--- src/rtl/arm_pipelined_execute_control.sv ---
// arm_pipelined_execute_control: Decode/Execute control register, NZCV flags and condition gating; optional stall hold under ARM_PIPELINED_EXEC_STALL_EN
module arm_pipelined_execute_control (
    input  logic       i_CLK,
    input  logic       i_RST,
    input  logic       i_Flush_Execute,
    input  logic       i_Stall_Execute,
    input  logic [3:0] i_Cond_Decode,
    input  logic       i_PC_Src_Decode,
    input  logic       i_Reg_Write_Decode,
    input  logic       i_Mem_Write_Decode,
    input  logic       i_Mem_To_Reg_Decode,
    input  logic       i_ALU_Src_Decode,
    input  logic       i_No_Write_Decode,
    input  logic [1:0] i_ALU_Control_Decode,
    input  logic [1:0] i_Flag_Write_Decode,
    input  logic [3:0] i_ALU_Flags,
    output logic       o_PC_Src_Execute,
    output logic       o_Reg_Write_Execute,
    output logic       o_Mem_Write_Execute,
    output logic       o_Mem_To_Reg_Execute,
    output logic       o_ALU_Src_Execute,
    output logic [1:0] o_ALU_Control_Execute,
    output logic       o_Cond_Ex_Execute,
    output logic [3:0] o_Flags
);
    typedef struct packed {
        logic [3:0] cond;
        logic       pc_src;
        logic       reg_write;
        logic       mem_write;
        logic       mem_to_reg;
        logic       alu_src;
        logic       no_write;
        logic [1:0] alu_control;
        logic [1:0] flag_write;
    } ex_ctrl_t;
    ex_ctrl_t   ex_q, ex_d;
    logic [3:0] flags_q;
    logic       n, z, c, v, cond_ex, hold;
`ifdef ARM_PIPELINED_EXEC_STALL_EN
    assign hold = i_Stall_Execute & ~i_Flush_Execute;
`else
    logic unused_stall;
    assign unused_stall = i_Stall_Execute;
    assign hold = 1'b0;
`endif
    assign ex_d = i_Flush_Execute ? '0 : {i_Cond_Decode, i_PC_Src_Decode, i_Reg_Write_Decode,
                                          i_Mem_Write_Decode, i_Mem_To_Reg_Decode, i_ALU_Src_Decode,
                                          i_No_Write_Decode, i_ALU_Control_Decode, i_Flag_Write_Decode};
    assign {n, z, c, v} = flags_q;
    // Condition field evaluated against the flags held before this instruction's own update
    always_comb begin
        cond_ex = 1'b0;
        case (ex_q.cond)
            4'b0000: cond_ex = z;
            4'b0001: cond_ex = ~z;
            4'b0010: cond_ex = c;
            4'b0011: cond_ex = ~c;
            4'b0100: cond_ex = n;
            4'b0101: cond_ex = ~n;
            4'b0110: cond_ex = v;
            4'b0111: cond_ex = ~v;
            4'b1000: cond_ex = c & ~z;
            4'b1001: cond_ex = ~c | z;
            4'b1010: cond_ex = n == v;
            4'b1011: cond_ex = n != v;
            4'b1100: cond_ex = ~z & (n == v);
            4'b1101: cond_ex = z | (n != v);
            4'b1110: cond_ex = 1'b1;
            default: cond_ex = 1'b0;
        endcase
    end
    // Execute control register: flush injects an all-zero bubble, stall (when enabled) holds
    always_ff @(posedge i_CLK or posedge i_RST) begin
        if (i_RST) ex_q <= '0;
        else if (!hold) ex_q <= ex_d;
    end
    // NZ and CV pairs update independently, only for an executing, non-held instruction
    always_ff @(posedge i_CLK or posedge i_RST) begin
        if (i_RST) flags_q <= '0;
        else if (!hold) begin
            if (ex_q.flag_write[1] & cond_ex) flags_q[3:2] <= i_ALU_Flags[3:2];
            if (ex_q.flag_write[0] & cond_ex) flags_q[1:0] <= i_ALU_Flags[1:0];
        end
    end
    assign o_PC_Src_Execute      = ex_q.pc_src & cond_ex;
    assign o_Reg_Write_Execute   = ex_q.reg_write & cond_ex & ~ex_q.no_write;
    assign o_Mem_Write_Execute   = ex_q.mem_write & cond_ex;
    assign o_Mem_To_Reg_Execute  = ex_q.mem_to_reg;
    assign o_ALU_Src_Execute     = ex_q.alu_src;
    assign o_ALU_Control_Execute = ex_q.alu_control;
    assign o_Cond_Ex_Execute     = cond_ex;
    assign o_Flags               = flags_q;
endmodule

--- config.mk ---
export PLATFORM = sky130hd
export DESIGN_NAME = arm_pipelined_execute_control
export DESIGN_NICKNAME = d
export VERILOG_FILES = /design/src/rtl/arm_pipelined_execute_control.sv
export SDC_FILE = /design/constraint.sdc
export NUM_CORES = 1
export LEC_CHECK = 0
export CAP_MARGIN = 20
export CORE_MARGIN = 3
export CORE_UTILIZATION = 30
export CTS_CLUSTER_SIZE = 14
export DETAILED_ROUTE_END_ITERATION = 12
export PLACE_DENSITY = 0.69
export SLEW_MARGIN = 20
export SYNTH_ARGS = -nofsm -noshare
export SYNTH_HDL_FRONTEND = slang
export SYNTH_SLANG_ARGS = --single-unit
export TNS_END_PERCENT = 10
--- constraint.sdc ---
create_clock -name i_CLK -period 1.9 [get_ports i_CLK]
set_input_delay 0.38 -clock i_CLK [delete_from_list [all_inputs] [get_ports i_CLK]]
set_output_delay 0.38 -clock i_CLK [all_outputs]
set_load 0.1 [all_outputs]
==> results.json, run 1 <==
{
  "cp-end-kind": "primary output",
  "crit_fanout": 4,
  "setup-tns-final_ns": -2.30,
  "worstSkewPairLatency_ns": 0.28,
  "drc_errors": 0,
  "overflow": 0,
  "vias_per_cell": 4.81,
  "rsz0062_at_grt": "true",
  "portBuffers": 32,
  "ir_drop_uv": 1020,
  "r2r_start": "o_Flags[2]$_DFFE_PP0P_",
  "syn_avg_cell_area_sq_um": 11.7,
  "layout_common_cells": "buf_4, clkdlybuf4s50_1, nor2b_1, dfrtp_1, buf_12",
  "dp_slack_ns": -0.257,
  "status": "finished with violations",
  "setup_ws_ns": -0.547,
  "grt_pass1_vias": 746,
  "fin_total_pwr_w": 0.00206,
  "period_needed_ns": 2.45,
  "cts.path.max_buffers": 2,
  "fin_nets": 143,
  "grt_usage_pct": 11.6,
  "power_density_nw_per_um2": 1400,
  "dpl.hpwl_um": 1540,
  "crit_path_start": "o_Flags[0]$_DFFE_PP0P_",
  "dieHeight_um": 59.0,
  "cts_tree": "built",
  "place_congestion": 0.760,
  "fmax_mhz": 409,
  "wire_per_inst_um": 12.3,
  "async_flop_share_pct": 100,
  "setup_viol": 8,
  "h-tree-depth": 1,
  "yosysWarnings": 0,
  "rows": 18,
  "dieArea_sq_um": 3480,
  "hold_class": "in -> async",
  "leakage_nw": 0.629,
  "ios": 34,
  "die_x_um": 59.0,
  "slew_headroom_pct": 71.4,
  "cap_violations": 0,
  "n_antenna_cell": 0,
  "drive_above_1_share_pct": 43.3,
  "synth_ff_type": "dfrtp_1",
  "post-route-period-util_pct": 129,
  "grt_max_degree": 19,
  "hold_viol_final": 0,
  "synthDistinctLibCells": 29,
  "drt-pass1-iter-count": 4,
  "start_util_pct": 32.8,
  "cp_data_arrival_time_ns": 2.07,
  "syn-num-nets": 94,
  "placed_area_sq_um": 1400,
  "ant_nets": 0,
  "wl_um": 1850,
  "vias": 721,
  "required_ns": 1.52,
  "core_area_sq_um": 2570,
  "violations": "setup timing",
  "yosys_register_bits": 18,
  "path_class": "reg -> out",
  "syn_to_final_growth_pct": 74.0,
  "synth-edff-count": 0,
  "yosysSeqAreaShare_pct": 53.5,
  "worst_pin_slew_ns": 0.428,
  "clkSinkCount": 18,
  "syn_area_sq_um": 842,
  "final_common_cell": "buf_4",
  "antenna_found_initial": 0,
  "grt_pass1_wl_um": 3080,
  "reg2regPathDepth": 6,
  "path_clk_slew_ns": 0.09,
  "syn-instance-count": 72,
  "stdcell_area_sq_um": 1470,
  "root_buffer": "clkbuf_4",
  "drv_slew": 0,
  "finClkSkew_ns": 0.000406,
  "cts_buffers": 3,
  "drt-initial-drc-count": 9,
  "start_kind": "register"
}
-- state kept, by name, indices dropped and copies added (netlist names) --
| register | cells |
|---|---|
| o_Mem_To_Reg_Execute | 1 |
| o_ALU_Control_Execute | 2 |
| ex_q | 10 |
| o_Flags | 4 |
| o_ALU_Src_Execute | 1 |
-- report_power, final --
group          leakage, nW  switching [W]  internal [W]
Clock               0.0210       0.000105      0.000116
Combinational        0.386       0.000711      0.000553
Sequential           0.222      0.0000998      0.000471
-- final cells by class --
| class | instances | area (sq um) |
|---|---|---|
| clock buffers | 4 | 36.3 |
| fillers | 238 | 1100 |
| inverters | 3 | 11.3 |
| multi-input cells | 46 | 395 |
| flip-flops and latches | 18 | 467 |
| well taps | 30 | 37.5 |
| repair buffers | 49 | 518 |
-- synth_stat cells (all sizes together), types with 2 or more instances --
master  count  area, sq um
a31oi       2         12.5
nand4       2         12.5
clkbuf      2         7.51
mux2        4         45.0
nand3       3         15.0
dfrtp      18          450
mux2i       2         20.0
buf         3         26.3
nor2b      14         87.6
o31ai       2         15.0
inv         3         11.3
and2        3         21.3
-- final timing paths --
path	end	slack (ns)
worst min-delay path	o_ALU_Control_Execute[1]$_DFF_PP0_	0.39
worst min register to register	o_Flags[0]$_DFFE_PP0P_	0.65
max in group asynchronous	o_Flags[3]$_DFFE_PP0P_	1.30
min in group i_CLK	ex_q[12]$_DFF_PP0_	0.64
worst max register to register	o_Flags[0]$_DFFE_PP0P_	-0.08
worst max-delay path	o_Reg_Write_Execute	-0.55
-- worst max-delay path, stage by stage, from the launching register on --
cell,delay (ns)
dfrtp_4,0.53
xnor2_4,0.21
nand4b_1,0.13
a31oi_1,0.12
or3_4,0.41
and3b_4,0.22
buf_12,0.16
-- cell families (layout without fill, tap and decap cells) --
logic type	count (synthesis)	in the layout	share of synthesized area, %
and+or+nand+nor	30	30	22.7
DFF	18	18	53.5
AOI/OAI and AO/OA	8	8	8.62
buffers and inverters	8	56	5.35
muxes	6	6	7.73
xor gates and xnor gates	2	2	2.08
-- per-stage QoR --
step,instances,hold slack [ns],util (%)
6_report,150,0.394,57.1
5_1_grt,150,0.417,57.1
4_1_cts,150,0.395,56.7
3_5_place_dp,146,0.608,54.5
3_3_place_gp,146,0.594,54.5
2_1_floorplan,72,0.319,-
-- what timing repair did --
| item | in CTS | in global routing |
|---|---|---|
| resized for setup | 3 | 2 |
| buffers inserted | 0 | 0 |
| hold buffers | 0 | 0 |
| setup endpoints to repair | 8 | 8 |
-- per-layer routing --
| layer | global-route usage (%) | wire, um | vias up |
|---|---|---|---|
| met5 | 0 | 0 | - |
| met1 | 11.9 | 655 | 337 |
| met3 | 1.74 | 93 | 8 |
| li1 | - | - | 347 |
| met4 | 5.83 | 62 | 0 |
| met2 | 22.4 | 1040 | 29 |
(Power assumes the default switching activity.)
==> run 2, diff against run 1 <==
--- a/config.mk
+++ b/config.mk
@@ -6,11 +6,13 @@
 export NUM_CORES = 1
 export LEC_CHECK = 0
 export CAP_MARGIN = 20
+export CORE_ASPECT_RATIO = 1.4
 export CORE_MARGIN = 3
 export CORE_UTILIZATION = 30
 export CTS_CLUSTER_SIZE = 14
 export DETAILED_ROUTE_END_ITERATION = 12
 export PLACE_DENSITY = 0.69
+export SKIP_LAST_GASP = 1
 export SLEW_MARGIN = 20
 export SYNTH_ARGS = -nofsm -noshare
 export SYNTH_HDL_FRONTEND = slang
==> run 2 against run 1 <==
Against the previous run:
- global-route usage rose by 0.95 points
- critical endpoint unchanged
- critical path type unchanged
- the flow still finishes with violations (setup timing)
- utilization is 1.8 points lower
- fmax down 0.74%
- worst setup slack worse by 0.018 ns
- clock power fell by 20%
- sequential power fell by 2%
- final cell count up 4.7%
- power shrank 2.0%
- via count increased by 1.5%
- count of clock-buffer cells in the layout decreased by 1
- non-clock buffer count rose by 2
==> results.json, run 2 (synthesis results as in run 1) <==
{
  "status": "finished with violations",
  "violations": "setup timing",
  "r2r-end": "o_Flags[2]$_DFFE_PP0P_",
  "whs_ns": 0.400,
  "cts.hold.buffers_added": 0,
  "rsz0062_at_grt": "true",
  "start_util_pct": 31.9,
  "required_ns": 1.52,
  "core_area_sq_um": 2640,
  "post-route-period-util_pct": 130,
  "hold_viol_final": 0,
  "clkPwrFrac_pct": 8.7,
  "hold_class": "in -> async",
  "overflow": 0,
  "dp_slack_ns": -0.279,
  "vias": 732,
  "p_switching_w": 0.000909,
  "worst_pin_slew_ns": 0.446,
  "setup-tns-final_ns": -2.99,
  "setup_ws_ns": -0.565,
  "worstSkewPairLatency_ns": 0.28,
  "power_density_nw_per_um2": 1380,
  "grt_max_degree": 19,
  "drt-initial-drc-count": 2,
  "rows": 22,
  "worstSetupEndpoint": "o_Reg_Write_Execute",
  "ios": 34,
  "p_int_w": 0.00111,
  "dpl.hpwl_um": 1600,
  "placed_area_sq_um": 1410,
  "area.sequential_sq_um": 465,
  "place_congestion": 0.700,
  "crit_fanout": 4,
  "regMostFlops": "ex_q",
  "swShare_pct": 45.1,
  "power_frac_seq_pct": 27.7,
  "wl_um": 1920,
  "setup_viol": 8,
  "fmax_mhz": 406,
  "die_x_um": 50.8,
  "portBuffers": 32,
  "dieHeight_um": 68.7,
  "rrSetupSlack_ns": -0.21,
  "dieArea_sq_um": 3490,
  "comb_power_share_pct": 63.6,
  "drv_slew": 0,
  "drive_above_1_share_pct": 41.3,
  "clkSinkCount": 18,
  "syn_to_final_growth_pct": 73.6,
  "antenna_found_initial": 0,
  "crit_path_start": "o_Flags[0]$_DFFE_PP0P_",
  "slew_headroom_pct": 70.2,
  "grt_pass1_wl_um": 3190,
  "r2r_start": "o_Flags[0]$_DFFE_PP0P_",
  "ir_drop_uv": 879,
  "cp-end-kind": "primary output",
  "fin_cells": 157,
  "fin_nets": 145,
  "dp.cells": 152,
  "final_common_cell": "buf_4",
  "n_antenna_cell": 0,
  "h-tree-depth": 1,
  "grt_usage_pct": 12.6,
  "start_kind": "register",
  "layout_common_cells": "buf_4, clkdlybuf4s50_1, nor2b_1, dfrtp_1, buf_12",
  "stdcell_area_sq_um": 1460,
  "cts.path.max_buffers": 2,
  "wire_per_inst_um": 12.2,
  "drt-pass1-iter-count": 3,
  "leakage_nw": 0.635,
  "cap_violations": 0,
  "largest_register_ffs": 10,
  "reg2regPathDepth": 7,
  "path_clk_slew_ns": 0.09,
  "finClkSkew_ns": 0.00228,
  "cts_buffers": 3,
  "path_class": "reg -> out",
  "grt_pass1_vias": 778,
  "root_buffer": "clkbuf_4",
  "cts_tree": "built",
  "drc_errors": 0,
  "nFillCells": 242,
  "multiInputGateArea_sq_um": 384,
  "cp_data_arrival_time_ns": 2.08,
  "period_needed_ns": 2.46,
  "ant_nets": 0,
  "vias_per_cell": 4.66
}
run 2: area by class of cell:
type                       instances  area share [%]
sequential                        18            31.8
multi-input combinational         46            26.3
timing repair buffer              51            36.5
clock buffer                       3            1.54
inverter                           3           0.771
tap                               36            3.08
run 2: power by group through the flow:
stage	Clock (W)	Sequential [W]	Combinational, W
2_1_floorplan	0	0.000888	0.000384
3_3_place_gp	0	0.000551	0.00122
3_5_place_dp	0	0.000557	0.00124
4_1_cts	0.000185	0.000564	0.00127
5_1_grt	0.000199	0.000570	0.00134
6_report	0.000176	0.000558	0.00128
run 2: critical path, stage by stage, from the launching register on:
cell and delay (ns):
dfrtp_4 0.53, xnor2_4 0.21, nand4b_1 0.15, a31oi_2 0.12, or3_4 0.43, and3b_4 0.20
buf_12 0.16
run 2: how the worst min path moves through the flow:
stage	startpoint	end	slack, ns	cells after the start
2_1_floorplan	i_RST	ex_q[0]$_DFF_PP0_	0.32	1
3_3_place_gp	ex_q[1]$_DFF_PP0_	o_Flags[3]$_DFFE_PP0P_	0.63	2
3_5_place_dp	ex_q[1]$_DFF_PP0_	o_Flags[3]$_DFFE_PP0P_	0.64	2
4_1_cts	i_RST	o_ALU_Control_Execute[1]$_DFF_PP0_	0.40	3
5_1_grt	i_RST	o_ALU_Control_Execute[1]$_DFF_PP0_	0.42	3
6_report	i_RST	o_ALU_Control_Execute[1]$_DFF_PP0_	0.40	3
run 2: per-layer routing:
metal / vias to the layer above / global-route usage (%) / wire [um]
met4: 0 / 8.08 / 34
li1: 349 / - / -
met2: 26 / 24.0 / 1110
met3: 4 / 3.87 / 140
met1: 353 / 11.4 / 636
met5: - / 0 / 0
run 2: per-stage QoR:
stage               util (%)  total power [W]
floorplan                  -          0.00127
global placement        53.2          0.00177
detailed placement      53.2          0.00180
CTS                     54.5          0.00202
global route            55.3          0.00211
finish                  55.3          0.00202
run 2: repair_timing:
action,4_1_cts,5_1_grt
setup endpoints to repair,8,8
setup buffers,0,2
pin swaps,1,4
gates resized for setup,1,1
==> run 3, diff against run 2 <==
--- a/config.mk
+++ b/config.mk
@@ -5,7 +5,6 @@
 export SDC_FILE = /design/constraint.sdc
 export NUM_CORES = 1
 export LEC_CHECK = 0
-export CAP_MARGIN = 20
 export CORE_ASPECT_RATIO = 1.4
 export CORE_MARGIN = 3
 export CORE_UTILIZATION = 30
==> results of run 3 <==
Same layout as run 2: the final DEF is identical, and so are final timing and power.
